File: src/rtl/echo_distance_meter.sv
// Ultrasonic ranging front-end: triggers the sensor, times the echo pulse and
// reports a saturated 5-bit distance with valid / timeout / overrange strobes.
module echo_distance_meter #(
   parameter int TRIG_CYCLES    = 10,
   parameter int TICKS_PER_UNIT = 4,
   parameter int WAIT_TIMEOUT   = 64,
   parameter int PERIOD_CYCLES  = 256
) (
   input  logic       clk,
   input  logic       rst,
   input  logic       start,
   input  logic       echo,
   output logic       trig,
   output logic [4:0] distance,
   output logic       valid,
   output logic       timeout,
   output logic       ovr,
   output logic       busy
);

   // state     | meaning
   // S_IDLE    | waiting for start or period wrap-tick
   // S_TRIG    | driving trig for TRIG_CYCLES cycles
   // S_WAIT    | waiting up to WAIT_TIMEOUT cycles for echo_s
   // S_MEAS    | counting echo-high cycles into distance units
   typedef enum logic [1:0] {S_IDLE, S_TRIG, S_WAIT, S_MEAS} state_t;

   localparam int TMAX = (TRIG_CYCLES > WAIT_TIMEOUT) ? TRIG_CYCLES : WAIT_TIMEOUT;
   localparam int CW   = $clog2(TMAX + 1);
   localparam int KW   = $clog2(TICKS_PER_UNIT + 1);
   localparam int PW   = $clog2(PERIOD_CYCLES);

   state_t          state_q, state_d;
   logic [CW-1:0]   timer_q, timer_d;
   logic [KW-1:0]   tick_q, tick_d, tick_b;
   logic [4:0]      unit_q, unit_d, unit_b;
   logic [PW-1:0]   per_q, per_d;
   logic            echo_s1_q, echo_s_q;
   logic            trig_q, trig_d;
   logic [4:0]      distance_q, distance_d;
   logic            valid_q, valid_d;
   logic            timeout_q, timeout_d;
   logic            ovr_q, ovr_d;
   logic            busy_q, busy_d;
   logic            wrap_tick, meas_done, meas_sat, wait_to, count_en;

   assign wrap_tick = (per_q == PW'(PERIOD_CYCLES - 1));
   assign per_d     = wrap_tick ? '0 : per_q + 1'b1;

   always_ff @(posedge clk or posedge rst) begin
      if (rst) begin
         state_q    <= S_IDLE;
         timer_q    <= '0;
         tick_q     <= '0;
         unit_q     <= '0;
         per_q      <= '0;
         echo_s1_q  <= 1'b0;
         echo_s_q   <= 1'b0;
         trig_q     <= 1'b0;
         distance_q <= '0;
         valid_q    <= 1'b0;
         timeout_q  <= 1'b0;
         ovr_q      <= 1'b0;
         busy_q     <= 1'b0;
      end else begin
         state_q    <= state_d;
         timer_q    <= timer_d;
         tick_q     <= tick_d;
         unit_q     <= unit_d;
         per_q      <= per_d;
         echo_s1_q  <= echo;
         echo_s_q   <= echo_s1_q;
         trig_q     <= trig_d;
         distance_q <= distance_d;
         valid_q    <= valid_d;
         timeout_q  <= timeout_d;
         ovr_q      <= ovr_d;
         busy_q     <= busy_d;
      end
   end

   // The echo sample that leaves S_WAIT is counted as the first tick, starting from cleared counters.
   assign tick_b   = (state_q == S_MEAS) ? tick_q : '0;
   assign unit_b   = (state_q == S_MEAS) ? unit_q : '0;
   assign count_en = echo_s_q && ((state_q == S_WAIT) || (state_q == S_MEAS));

   always_comb begin
      state_d   = state_q;
      timer_d   = timer_q;
      tick_d    = tick_q;
      unit_d    = unit_q;
      meas_done = 1'b0;
      meas_sat  = 1'b0;
      wait_to   = 1'b0;
      case (state_q)
         S_IDLE: begin
            if (start || wrap_tick) begin
               state_d = S_TRIG;
               timer_d = CW'(TRIG_CYCLES - 1);
            end
         end
         S_TRIG: begin
            if (timer_q == '0) begin
               state_d = S_WAIT;
               timer_d = CW'(WAIT_TIMEOUT - 1);
            end else begin
               timer_d = timer_q - 1'b1;
            end
         end
         S_WAIT: begin
            if (echo_s_q) begin
               state_d = S_MEAS;
            end else if (timer_q == '0) begin
               wait_to = 1'b1;
               state_d = S_IDLE;
            end else begin
               timer_d = timer_q - 1'b1;
            end
         end
         S_MEAS: begin
            if (!echo_s_q) begin
               meas_done = 1'b1;
               state_d   = S_IDLE;
            end
         end
         default: state_d = S_IDLE;
      endcase
      if (count_en) begin
         if (tick_b == KW'(TICKS_PER_UNIT - 1)) begin
            tick_d = '0;
            if (unit_b == 5'd31) begin
               meas_sat = 1'b1;
               state_d  = S_IDLE;
            end else begin
               unit_d = unit_b + 1'b1;
            end
         end else begin
            tick_d = tick_b + 1'b1;
            unit_d = unit_b;
         end
      end
   end

   always_comb begin
      trig_d     = (state_d == S_TRIG);
      valid_d    = meas_done | meas_sat;
      ovr_d      = meas_sat;
      timeout_d  = wait_to;
      distance_d = distance_q;
      if (meas_sat) begin
         distance_d = 5'd31;
      end else if (meas_done) begin
         distance_d = unit_q;
      end
      // busy covers the strobe cycle so it falls in the cycle after valid/timeout
      busy_d     = (state_d != S_IDLE) | meas_done | meas_sat | wait_to;
   end

   assign trig     = trig_q;
   assign distance = distance_q;
   assign valid    = valid_q;
   assign timeout  = timeout_q;
   assign ovr      = ovr_q;
   assign busy     = busy_q;

endmodule

File: config.mk
export PLATFORM = sky130hd
export DESIGN_NAME = echo_distance_meter
export DESIGN_NICKNAME = d
export VERILOG_FILES = /design/src/rtl/echo_distance_meter.sv
export SDC_FILE = /design/constraint.sdc
export NUM_CORES = 1
export LEC_CHECK = 0
export ABC_CLOCK_PERIOD_IN_PS = 5100
export CAP_MARGIN = 20
export CORE_MARGIN = 2
export CORE_UTILIZATION = 60
export DETAILED_ROUTE_END_ITERATION = 12
export GPL_TIMING_DRIVEN = 0
export PLACE_DENSITY_LB_ADDON = 0.12
export SLEW_MARGIN = 20
export SYNTH_ARGS = -nofsm -noshare
export SYNTH_HDL_FRONTEND = slang
export SYNTH_SLANG_ARGS = --single-unit
File: constraint.sdc
create_clock -name clk -period 5.1 [get_ports clk]
set_clock_uncertainty 0.1 [all_clocks]
set_input_delay 0.51 -clock clk [delete_from_list [all_inputs] [get_ports clk]]
set_output_delay 0.51 -clock clk [all_outputs]
set_load 0.1 [all_outputs]
======== Word level (Yosys, flattened, before mapping) ========
Cells that the tools add are included.
storage, ports and cells
  register bits after elaboration ......... 37
  bits in latches ......................... 0
  bits in writable memories ............... 0
  memory bits (read-only) ................. 0
  input port bits ......................... 4
  word-level logic and storage cells ...... 72
  memories kept ........................... 0
operators by class
  $add $sub $neg .......................... 4
  multiply operators ...................... 0
  div/mod/pow operators ................... 0
  $lt $le $gt $ge ......................... 0
  equal/unequal tests ..................... 11
  shift operators ......................... 0
  muxes and demuxes ....................... 30
  bitwise logic cells ..................... 4
  reduce and logical (&&, ||, !) cells .... 10
operators by type and width
  cell                   count
  $mux W7                4
  $mux W5                5
  $pmux W7 S3            1
  $mux W2                8
  $add A8 B1 Y8 const B  1
  $eq A8 B8 Y1 const B   1
  $mux W1                8
  $mux W8                1
  $ne A2 B2 Y1 const B   4
  $pmux W2 S4            1
  $logic_not A7 Y1       1
  $sub A7 B1 Y7 const B  1
  $mux W3                2
  $add A5 B1 Y5 const B  1
  $eq A5 B5 Y1 const B   1
  $eq A2 B1 Y1 const B   2
  $eq A2 B2 Y1 const B   2
  $or A1 B1 Y1           4
  $reduce_and A4 Y1      1
  $reduce_bool A2 Y1     2
  $add A3 B1 Y3 const B  1
  $eq A3 B2 Y1 const B   1
  $reduce_bool A3 Y1     1
  $logic_not A2 Y1       1
  3 further kinds        4

======== Depth between registers and ports, before layout ========
Gate-level depths: netlist of the first run.
  depth after elaboration ................. 11
  depth in mapped cells ................... 11

======== Least setup slack after synthesis of the first run ========
Ideal clock, no wire load.
  kind .................................... reg2reg
  start point ............................. register state_q[1]
  end point ............................... register unit_q[0]
  arrival time ............................ 2.522 ns
  data required time ...................... 4.878 ns
  slack ................................... 2.356 ns
  cell stages (with the launch flop) ...... 12
  buffers on the path ..................... 2
  cell sequence ........................... dfrtp_1 -> ha_1 -> clkbuf_1 -> clkbuf_1 -> and2_1 -> ha_1 -> and4_1 -> ha_1 -> nand3b_1 -> a22oi_1 -> or3_1 -> a32o_1
on the way
  word-level cells in the longest chain between the ends .. 5
  elaborated cells between the ends (all ways) .. 13
  those cells by class .................... add/sub: 1; eq/ne: 5; mux: 4; reduce/logical: 3
ends and longest elaborated chain
  element                                       line        RTL
  start: declaration                            33          state_t state_q, state_d;
  start signal: assignment                      66          state_q <= state_d;
  $eq A2 B2 Y1                                  83, 84, 85
  $mux W5 or $mux W3 (tied branches)            84, 83
  $add A5 B1 Y5 (tied with other cells)         135         unit_d = unit_b + 1'b1;
  $mux W5 or $ne A2 B2 Y1 (tied branches)       --
  $mux W5 or $reduce_and A2 Y1 (tied branches)  --
  end signal: assignment                        69          unit_q <= unit_d;
  end: declaration                              36          logic [4:0] unit_q, unit_d, unit_b;
Several ways; a longest one is shown, not always the timed one. The select of a mux whose other input is x is not followed.
A chain may end at the register's enable or synchronous reset.

======== Worst setup path in the final report of the first run ========
  start point ............................. register state_q[1]
  end point ............................... register busy_q, in the netlist busy
on the way
  word-level cells in the longest chain between the ends .. 10
  elaborated cells between the ends (all ways) .. 28
  those cells by class .................... eq/ne: 5; mux: 16; bitwise: 3; reduce/logical: 4
ends and longest elaborated chain
  element                                      line     RTL
  $eq A2 B2 Y1 or $mux W2 (tied branches)      --
  $mux W5 or $mux W2 (tied branches)           84, 111
  $eq A5 B5 Y1 or $pmux W2 S4 (tied branches)  131, 95
  $mux W2                                      131      if (unit_b == 5'd31) begin
  $mux W2                                      129      if (tick_b == KW'(TICKS_PER_UNIT - 1)) begin
  $mux W2                                      128      if (count_en) begin
  $reduce_bool A2 Y1                           156      busy_d = (state_d != S_IDLE) | meas_done | meas_sat | wait_to;
  $or A1 B1 Y1 (2 in a row)                    156
  $or A1 B1 Y1 *                               156
  net busy_d                                   44       logic busy_q, busy_d;
  end signal: assignment                       78       busy_q <= busy_d;
  end: declaration                             44
The timed path passes the listed nets; every way through them passes the cells marked *.

==> results of run 1 <==
Yosys cell counts, drive strengths merged, types with 2 or more instances:
cell type / number / area [µm²]
dfrtp: 37 / 925.9
nand2: 18 / 67.56
nor2: 16 / 60.06
ha: 11 / 137.6
nand3: 11 / 55.05
inv: 9 / 33.78
and2: 7 / 43.79
o21ai: 6 / 30.02
nand2b: 5 / 31.28
a21oi: 4 / 20.02
nor2b: 4 / 25.02
o21a: 4 / 30.03
a31oi: 3 / 18.77
a32o: 3 / 30.03
a41oi: 3 / 26.28
and4: 3 / 26.28
buf: 3 / 15.01
mux2: 3 / 33.78
o31ai: 3 / 22.52
xor2: 3 / 26.28
a211oi: 2 / 15.01
a21boi: 2 / 15.01
a311oi: 2 / 17.52
clkbuf: 2 / 7.510
nand4: 2 / 12.51
nor3: 2 / 10.01
o31a: 2 / 17.52
or3: 2 / 12.51
xnor2: 2 / 17.52
power groups by stage:
| stage | registers [mW] | clock network (mW) | logic, mW |
|---|---|---|---|
| 5_1_grt | 0.390 | 0.229 | 0.496 |
| 6_report | 0.383 | 0.209 | 0.447 |
| 2_1_floorplan | 0.443 | 0 | 0.281 |
| 3_5_place_dp | 0.386 | 0 | 0.438 |
| 4_1_cts | 0.382 | 0.214 | 0.444 |
| 3_3_place_gp | 0.383 | 0 | 0.417 |
through the flow:
| stage | setup WS, ns | std cells |
|---|---|---|
| final | 1.728 | 257 |
| after global routing | 1.348 | 257 |
| after CTS | 1.762 | 257 |
| after detailed placement | 1.779 | 249 |
| after global placement | 1.884 | 249 |
| after floorplan | 2.356 | 192 |
cell type report:
type | instances | area share
flip-flops and latches | 37 | 0.4169
clock inverters | 1 | 0.01352
clock buffers | 7 | 0.02479
well taps | 44 | 0.02479
inverters | 9 | 0.01521
plain buffers | 5 | 0.01014
repair buffers | 13 | 0.05859
multi-input cells | 141 | 0.4361
flip-flops by register name, indices dropped and copies added, names as in the netlist:
name / count
busy: 1
ovr: 1
distance: 5
state_q: 2
tick_q: 3
timer_q: 7
valid: 1
timeout: 1
echo_s1_q: 1
trig: 1
unit_q: 5
per_q: 8
echo_s_q: 1
final timing paths:
check	endpoint	cells after the start
hold reg to reg	echo_s_q$_DFF_PP0_	0
max in group asynchronous	timer_q[6]$_DFFE_PP0P_	2
setup / recovery	busy$_DFF_PP0_	9
min in group asynchronous	timeout$_DFF_PP0_	2
hold / removal	echo_s_q$_DFF_PP0_	0
setup reg to reg	busy$_DFF_PP0_	9
cell families (layout without fill, tap and decap cells):
| logic type | after synthesis | count (layout) | share of synthesized area |
|---|---|---|---|
| flops | 37 | 37 | 0.4747 |
| fa+ha+maj | 11 | 11 | 0.07056 |
| buf+inv | 14 | 35 | 0.02886 |
| xor+xnor | 5 | 5 | 0.02245 |
| simple gates | 77 | 77 | 0.2117 |
| compound gates | 44 | 44 | 0.1693 |
| mux | 4 | 4 | 0.02245 |
per-layer routing:
metal	track usage	wire length [µm]
met5	0	0
met4	0.07143	45
met3	0.05672	175
met2	0.3840	1876
met1	0.3265	1716
critical path: cells and delay by family (launching register included):
| kind | cells | cell delay, ns |
|---|---|---|
| flip-flops | 1 | 0.51 |
| adder cells (fa/ha/maj) | 2 | 0.51 |
| AND/OR/NAND/NOR | 2 | 0.57 |
| AO/OA/AOI/OAI | 3 | 0.87 |
| buffers and inverters | 2 | 0.68 |
==> reports/qor.yml, run 1 <==
yosys_warnings: 0
drive_gt1_frac: 0.07042
max_slew_margin: 0.3485
max-vdd-ir-drop_uv: 337.8
syn2layout_area_growth_pct: 13.86
final_common_cell: "dfrtp_1"
cts_root_buf: "clkbuf_4"
pin_count: 14
p_int_uw: 618.2
grt_pass1_wl_um: 6617
holdCritStartpoint: "echo_s1_q$_DFF_PP0_"
crit_slowest_cell: "dfrtp_1"
hold_path_class: "flop to flop"
path_max_fanout: 10
insertion_delay_ns: 0.35
port_buffers: 13
p_per_area_nw_per_um2: 467.7
hpwlAfterDp_um: 2651
setup_viol: 0
setup.worst_path.start: "state_q[1]$_DFF_PP0_"
h-tree-depth: 2
cts.path.max_buffers: 2
post-route-drc-count: 0
p_clk_frac: 0.202
seq_area_frac_synth: 0.4747
numCtsBuffers: 5
syn_area_um2: 1951
drtAntennaViolNets: 0
rsz0062_at_grt: "false"
mostFrequentLayoutCells: "dfrtp_1 (37), nand2_1 (18), nor2_1 (16)"
status: "completed"
min_period_ns: 3.372
multiInputGateArea_um2: 968.4
p_leak_nw: 1.024
grt-ovfl-total: 0
ctsResizeCount: 0
die_height_um: 61.02
cp-end-kind: "flop"
worstPathCellList: "ha_1, clkbuf_1, clkbuf_1, and2_1, ha_1, a21boi_0, nand3_1, o311ai_0, o211ai_1"
cts_tree: "yes"
synthesis.nets: 207
clk_pin_slew_ns: 0.11
switching_share: 0.4048
final_util: 0.7215
diodes: 0
coreArea_um2: 3078
fp-row-count: 20
grt_pass1_vias: 1473
antenna_found_initial: 0
placed_cell_area_um2: 2136
grt.total_usage: 0.2396
ys_seq_elements: 37
tightestPinTransition_ns: 0.9741
required_ns: 5.21
fin_crit_sh: 0.6612
synthCells: 192
worstSetupStartpointType: "flop"
synth_flop_cell: "dfrtp_1"
first_iter_violations: 76
cts_setup_buffers: 0
clock_sinks: 37
reg2reg_slack_ns: 1.73
syn_area_per_cell_um2: 10.16
dieArea_um2: 3723
async_reset_ff_frac: 1.000
die_x_um: 61.02
wl_per_cell_um: 14.84
ys_types: 49
fmax_mhz: 296.5
vias: 1513
cts.hold.buffers_added: 0
initial_utilization: 0.6337
combPwrFrac: 0.430
first_pass_iters: 4
report.power.total_mw: 1.039
viasPerCell: 5.887
gp_congestion: 0.8881
arrival_ns: 3.48
nets: 227
p_sw_uw: 420.4
fillCellCount: 253
finalHoldViolCount: 0
regArea_um2: 925.9
timing.hold.ws_ns: 0.2598
seqPwrFrac: 0.368
maxCapViolations: 0
worstSetupPathType: "flop to flop"
critPathMaxStageDelay_ns: 0.51
synth_edf_count: 0
slew_violations: 0
wirelength_um: 3813
timing.rr.start: "state_q[1]$_DFF_PP0_"
fin_area_um2: 2221
grt_max_degree: 38
tns_ns: 0
No activity file was read; power rests on OpenSTA's default activity.
==> run 2: changes to the inputs <==
Settings changed: ABC_CLOCK_PERIOD_IN_PS 5100 to 3300, CORE_UTILIZATION 60 to 58.
Clock period 5.1 ns to 3.3 ns, I/O delays scaled along.
==> reports/qor.yml, run 2 (synthesis results as in run 1) <==
largest_reg_flops: 8  # unchanged
die_height_um: 61.99  # +1.6%
coreArea_um2: 3284  # +6.7%
p_per_area_nw_per_um2: 688.6  # +47%
multiInputGateArea_um2: 973.4  # +0.52%
reg2reg_slack_ns: 0.23  # -1.50 ns
clk_pin_slew_ns: 0.10  # about the same
fin_crit_sh: 0.9312  # +0.2700
viasPerCell: 5.969  # +1.4%
whs_endpoint: "echo_s_q$_DFF_PP0_"
fillCellCount: 275  # +8.7%
grt-ovfl-total: 0  # unchanged
regArea_um2: 925.9  # unchanged
final_cells: 257  # unchanged
min_period_ns: 3.073  # -0.2994 ns
hold_path_class: "flop to flop"
drive_gt1_frac: 0.07583  # +0.005407
numCtsBuffers: 5  # unchanged
timing.rr.start: "state_q[1]$_DFF_PP0_"
fp-row-count: 21  # +5.0%
tns_ns: 0  # unchanged
initial_utilization: 0.5939  # -0.03984
status: "completed"
cts_root_buf: "clkbuf_4"
p_leak_nw: 1.013  # -1.0%
insertion_delay_ns: 0.34  # about the same
first_pass_iters: 5  # +1
worstHoldPathCells: 0  # unchanged
pin_count: 14  # unchanged
wl_per_cell_um: 14.63  # -1.4%
grt.total_usage: 0.2310  # -0.008571
hpwlAfterDp_um: 2706  # +2.1%
h-tree-depth: 2  # unchanged
report.power.total_mw: 1.512  # +46%
r2r-end: "unit_q[1]$_DFFE_PP0P_"
port_buffers: 13  # unchanged
max_slew_margin: 0.3537  # +0.005181
antenna_found_initial: 0  # unchanged
cts.path.max_buffers: 2  # unchanged
path_max_fanout: 11  # +1
critPathMaxStageDelay_ns: 0.52  # about the same
grt_pass1_vias: 1471  # -0.14%
tightestPinTransition_ns: 0.9664  # -0.007747 ns
reg2regPathDepth: 10  # +1
worstSetupPathType: "flop to flop"
syn2layout_area_growth_pct: 12.57
cp-end-kind: "flop"
worstPathCellList: "ha_1, clkbuf_2, and2_1, ha_1, and4_1, ha_1, nand2_1, a22oi_1, nor2_1, a32o_1"
required_ns: 3.44  # -1.77 ns
worstSetupStartpointType: "flop"
setup_viol: 0  # unchanged
diodes: 0  # unchanged
mostFrequentLayoutCells: "dfrtp_1 (37), nand2_1 (18), nor2_1 (16)"
max-vdd-ir-drop_uv: 631.4  # +87%
first_iter_violations: 128  # +68%
arrival_ns: 3.21  # -0.27 ns
grt_pass1_wl_um: 6465  # -2.3%
dieArea_um2: 3843  # +3.2%
drtAntennaViolNets: 0  # unchanged
slew_violations: 0  # unchanged
crit_slowest_cell: "dfrtp_1"
crit_path_frequent_cell: "ha_1"
finalHoldViolCount: 0  # unchanged
largest_register: "per_q"
final_common_cell: "dfrtp_1"
die_x_um: 61.99  # +1.6%
wirelength_um: 3759  # -1.4%
vias: 1534  # +1.4%
grt_max_degree: 38  # unchanged
clock_sinks: 37  # unchanged
maxCapViolations: 0  # unchanged
gp_congestion: 0.8911  # +0.34%
dp_cells: 251  # +0.80%
post-route-drc-count: 0  # unchanged
holdCritStartpoint: "echo_s1_q$_DFF_PP0_"
cts_tree: "yes"
top_regs: "per_q (8), timer_q (7)"
nets: 226  # -0.44%
cts.hold.buffers_added: 0  # unchanged
rsz0062_at_grt: "false"
fmax_mhz: 325.4  # +9.7%
## run 2: cell count changes in the layout (fill, tap and decap cells not counted), sizes merged
cell and delta:
bufinv -1, clkbuf -1
## run 2: cell type report
type / count / share of cell area
Timing Repair Buffer: 13 / 0.05926
Buffer: 4 / 0.009117
Inverter: 9 / 0.01538
Tap cell: 46 / 0.02621
Multi-Input combinational cell: 141 / 0.4433
Sequential cell: 37 / 0.4217
Clock buffer: 7 / 0.02507
## run 2: repair_timing
item                                    CTS  global route
gates resized for setup                   1             3
cloned                                    0             0
endpoints found under the setup margin    1             8
setup buffers                             0             0
## run 2: stage by stage
stage	hold slack, ns	instance area (µm²)	setup WS, ns	utilization
final	0.2722	2196	0.2271	0.6686
after global routing	0.2849	2196	0.04612	0.6686
after CTS	0.2799	2198	0.06038	0.6693
after detailed placement	0.2509	2138	0.03878	0.6510
after global placement	0.2359	2138	0.06394	0.6510
after floorplan	0.2312	1951	0.5560	-
## run 2: worst max path at each step
stage,endpoint,start,depth (start not counted),slack [ns]
floorplan,unit_q[0]$_DFFE_PP0P_,state_q[1]$_DFF_PP0_,11,0.56
global placement,busy$_DFF_PP0_,state_q[1]$_DFF_PP0_,9,0.06
detailed placement,busy$_DFF_PP0_,state_q[1]$_DFF_PP0_,9,0.04
CTS,unit_q[1]$_DFFE_PP0P_,state_q[1]$_DFF_PP0_,11,0.06
global route,unit_q[0]$_DFFE_PP0P_,state_q[1]$_DFF_PP0_,10,0.05
finish,unit_q[1]$_DFFE_PP0P_,state_q[1]$_DFF_PP0_,10,0.23
## run 2: routing by layer
| layer | up-vias | share of wire | global-route usage |
|---|---|---|---|
| li1 | 740 | - | - |
| met1 | 745 | 0.48 | 0.3057 |
| met2 | 39 | 0.46 | 0.3542 |
| met3 | 10 | 0.036 | 0.06418 |
| met4 | 0 | 0.026 | 0.1033 |
| met5 | - | 0 | 0 |
## run 2: critical path, delay by kind of cell, from the launching register on
family	cells	cell delay (ns)
AOI/OAI and AO/OA	2	0.67
adders and majority gates	3	0.80
buffers and inverters	1	0.28
and+or+nand+nor	4	0.59
DFF	1	0.52
## run 2: where the power goes
part           switching, mW  internal [mW]  leakage [nW]
registers             0.0710          0.518         0.480
logic                  0.426          0.258         0.501
clock network          0.139          0.101        0.0314
total                  0.636          0.876          1.01
==> run 3: changes to the inputs <==
Settings changed: ABC_CLOCK_PERIOD_IN_PS 3300 to default, CORE_UTILIZATION 58 to 60, GPL_TIMING_DRIVEN 0 to default.
Clock period 3.3 ns to 3.8 ns, I/O delays scaled along.
==> reports/qor.yml, run 3 (synthesis results as in run 1) <==
status: "completed"
port_buffers: 13  # unchanged
numCtsBuffers: 5  # unchanged
setup.worst_path.start: "state_q[1]$_DFF_PP0_"
coreArea_um2: 3078  # -6.3%
required_ns: 3.92  # +0.48 ns
h-tree-depth: 2  # unchanged
tns_ns: 0  # unchanged
post-route-drc-count: 0  # unchanged
rsz0062_at_grt: "false"
grt_pass1_vias: 1371  # -6.8%
crit_slowest_cell: "ha_1"
top_regs: "per_q (8), timer_q (7)"
maxCapViolations: 0  # unchanged
fin_crit_sh: 0.7767  # -0.1545
final_common_cell: "dfrtp_1"
nets: 223  # -1.3%
cp-end-kind: "flop"
tightestPinTransition_ns: 0.9891  # +0.02270 ns
min_period_ns: 2.951  # -0.1215 ns
worstSetupPathType: "flop to flop"
holdCritStartpoint: "echo_s1_q$_DFF_PP0_"
syn2layout_area_growth_pct: 11.35
viasPerCell: 5.929  # -0.67%
clock_sinks: 37  # unchanged
ctsResizeCount: 0  # -1
drtAntennaViolNets: 0  # unchanged
largest_reg_flops: 8  # unchanged
drive_gt1_frac: 0.05742  # -0.01841
diodes: 0  # unchanged
vias: 1500  # -2.2%
timing.hold.ws_ns: 0.2652  # -0.006913 ns
setup_slack_ns: 0.8486  # +0.6215 ns
gp_congestion: 0.9413  # +5.6%
final_util: 0.7057  # +0.03712
slew_violations: 0  # unchanged
cts_tree: "yes"
max-vdd-ir-drop_uv: 545.7  # -14%
die_x_um: 61.02  # -1.6%
clk_pin_slew_ns: 0.11  # about the same
pre_cts_slack_ns: 0.9073  # +0.8685 ns
fp-row-count: 20  # -4.8%
hpwlAfterDp_um: 2603  # -3.8%
p_leak_nw: 0.9995  # -1.3%
grt-ovfl-total: 0  # unchanged
wl_per_cell_um: 14.32  # -2.1%
setup_viol: 0  # unchanged
worstPathCellList: "ha_1, and2_1, ha_1, and4_1, ha_1, nand2_1, a22oi_1, nor2_1, a32o_1"
hold_path_class: "flop to flop"
insertion_delay_ns: 0.33  # about the same
worstSetupStartpointType: "flop"
grt.total_usage: 0.2206  # -0.01041
first_pass_iters: 4  # -1
timing.rr.start: "state_q[1]$_DFF_PP0_"
initial_utilization: 0.6337  # +0.03984
finalHoldViolCount: 0  # unchanged
fmax_mhz: 338.8  # +4.1%
grt_max_degree: 23  # -39%
cts_setup_buffers: 0  # unchanged
pin_count: 14  # unchanged
wirelength_um: 3623  # -3.6%
antenna_found_initial: 0  # unchanged
critPathMaxStageDelay_ns: 0.58  # +0.06 ns
report.power.total_mw: 1.285  # -15%
cts.path.max_buffers: 2  # unchanged
cts_root_buf: "clkbuf_4"
die_height_um: 61.02  # -1.6%
cts.hold.buffers_added: 0  # unchanged
path_max_fanout: 20  # +9
grt_pass1_wl_um: 6106  # -5.6%
dieArea_um2: 3723  # -3.1%
max_slew_margin: 0.3385  # -0.01518
mostFrequentLayoutCells: "dfrtp_1 (37), nand2_1 (18), nor2_1 (16)"
p_per_area_nw_per_um2: 591.7  # -14%
first_iter_violations: 104  # -19%
arrival_ns: 3.07  # -0.14 ns
largest_register: "per_q"
crit_path_frequent_cell: "ha_1"
[run 3: critical path: cells and delay by family (launching register included)]
| family | cells | cell delay [ns] |
|---|---|---|
| adder cells (fa/ha/maj) | 3 | 0.96 |
| AND/OR/NAND/NOR | 4 | 0.64 |
| AO/OA/AOI/OAI | 2 | 0.64 |
| flip-flops | 1 | 0.49 |
[run 3: metal layers]
layer	part of all wire	track usage	vias to the layer above
met4	0.010	0.07453	0
li1	-	-	734
met2	0.45	0.3226	46
met3	0.043	0.04412	5
met1	0.50	0.3310	715
met5	0	0	-
[run 3: stage by stage]
stage               area [µm²]  std cells
CTS                       2172        253
finish                    2172        253
global placement          2121        245
floorplan                 1951        192
global route              2172        253
detailed placement        2121        245
[run 3: final timing paths]
path	end	slack, ns	depth (start not counted)
max in group asynchronous	echo_s_q$_DFF_PP0_	2.58	3
setup reg to reg	unit_q[1]$_DFFE_PP0P_	0.85	9
setup / recovery	unit_q[1]$_DFFE_PP0P_	0.85	9
hold / removal	echo_s_q$_DFF_PP0_	0.27	0
hold reg to reg	echo_s_q$_DFF_PP0_	0.27	0
min in group asynchronous	per_q[6]$_DFF_PP0_	0.30	2
[run 3: where the power goes]
group          switching [mW]  internal (mW)
logic                   0.359          0.217
registers              0.0625          0.449
clock network           0.126         0.0706
total                   0.548          0.737
[run 3: layout make-up]
type                       count  area [µm²]
clock buffer                   6       41.29
clock inverter                 2       10.01
multi-input combinational    141       968.4
timing repair buffer          14       137.6
fill                         251       905.9
inverter                       9       33.78
tap                           44       55.05
sequential                    37       925.9
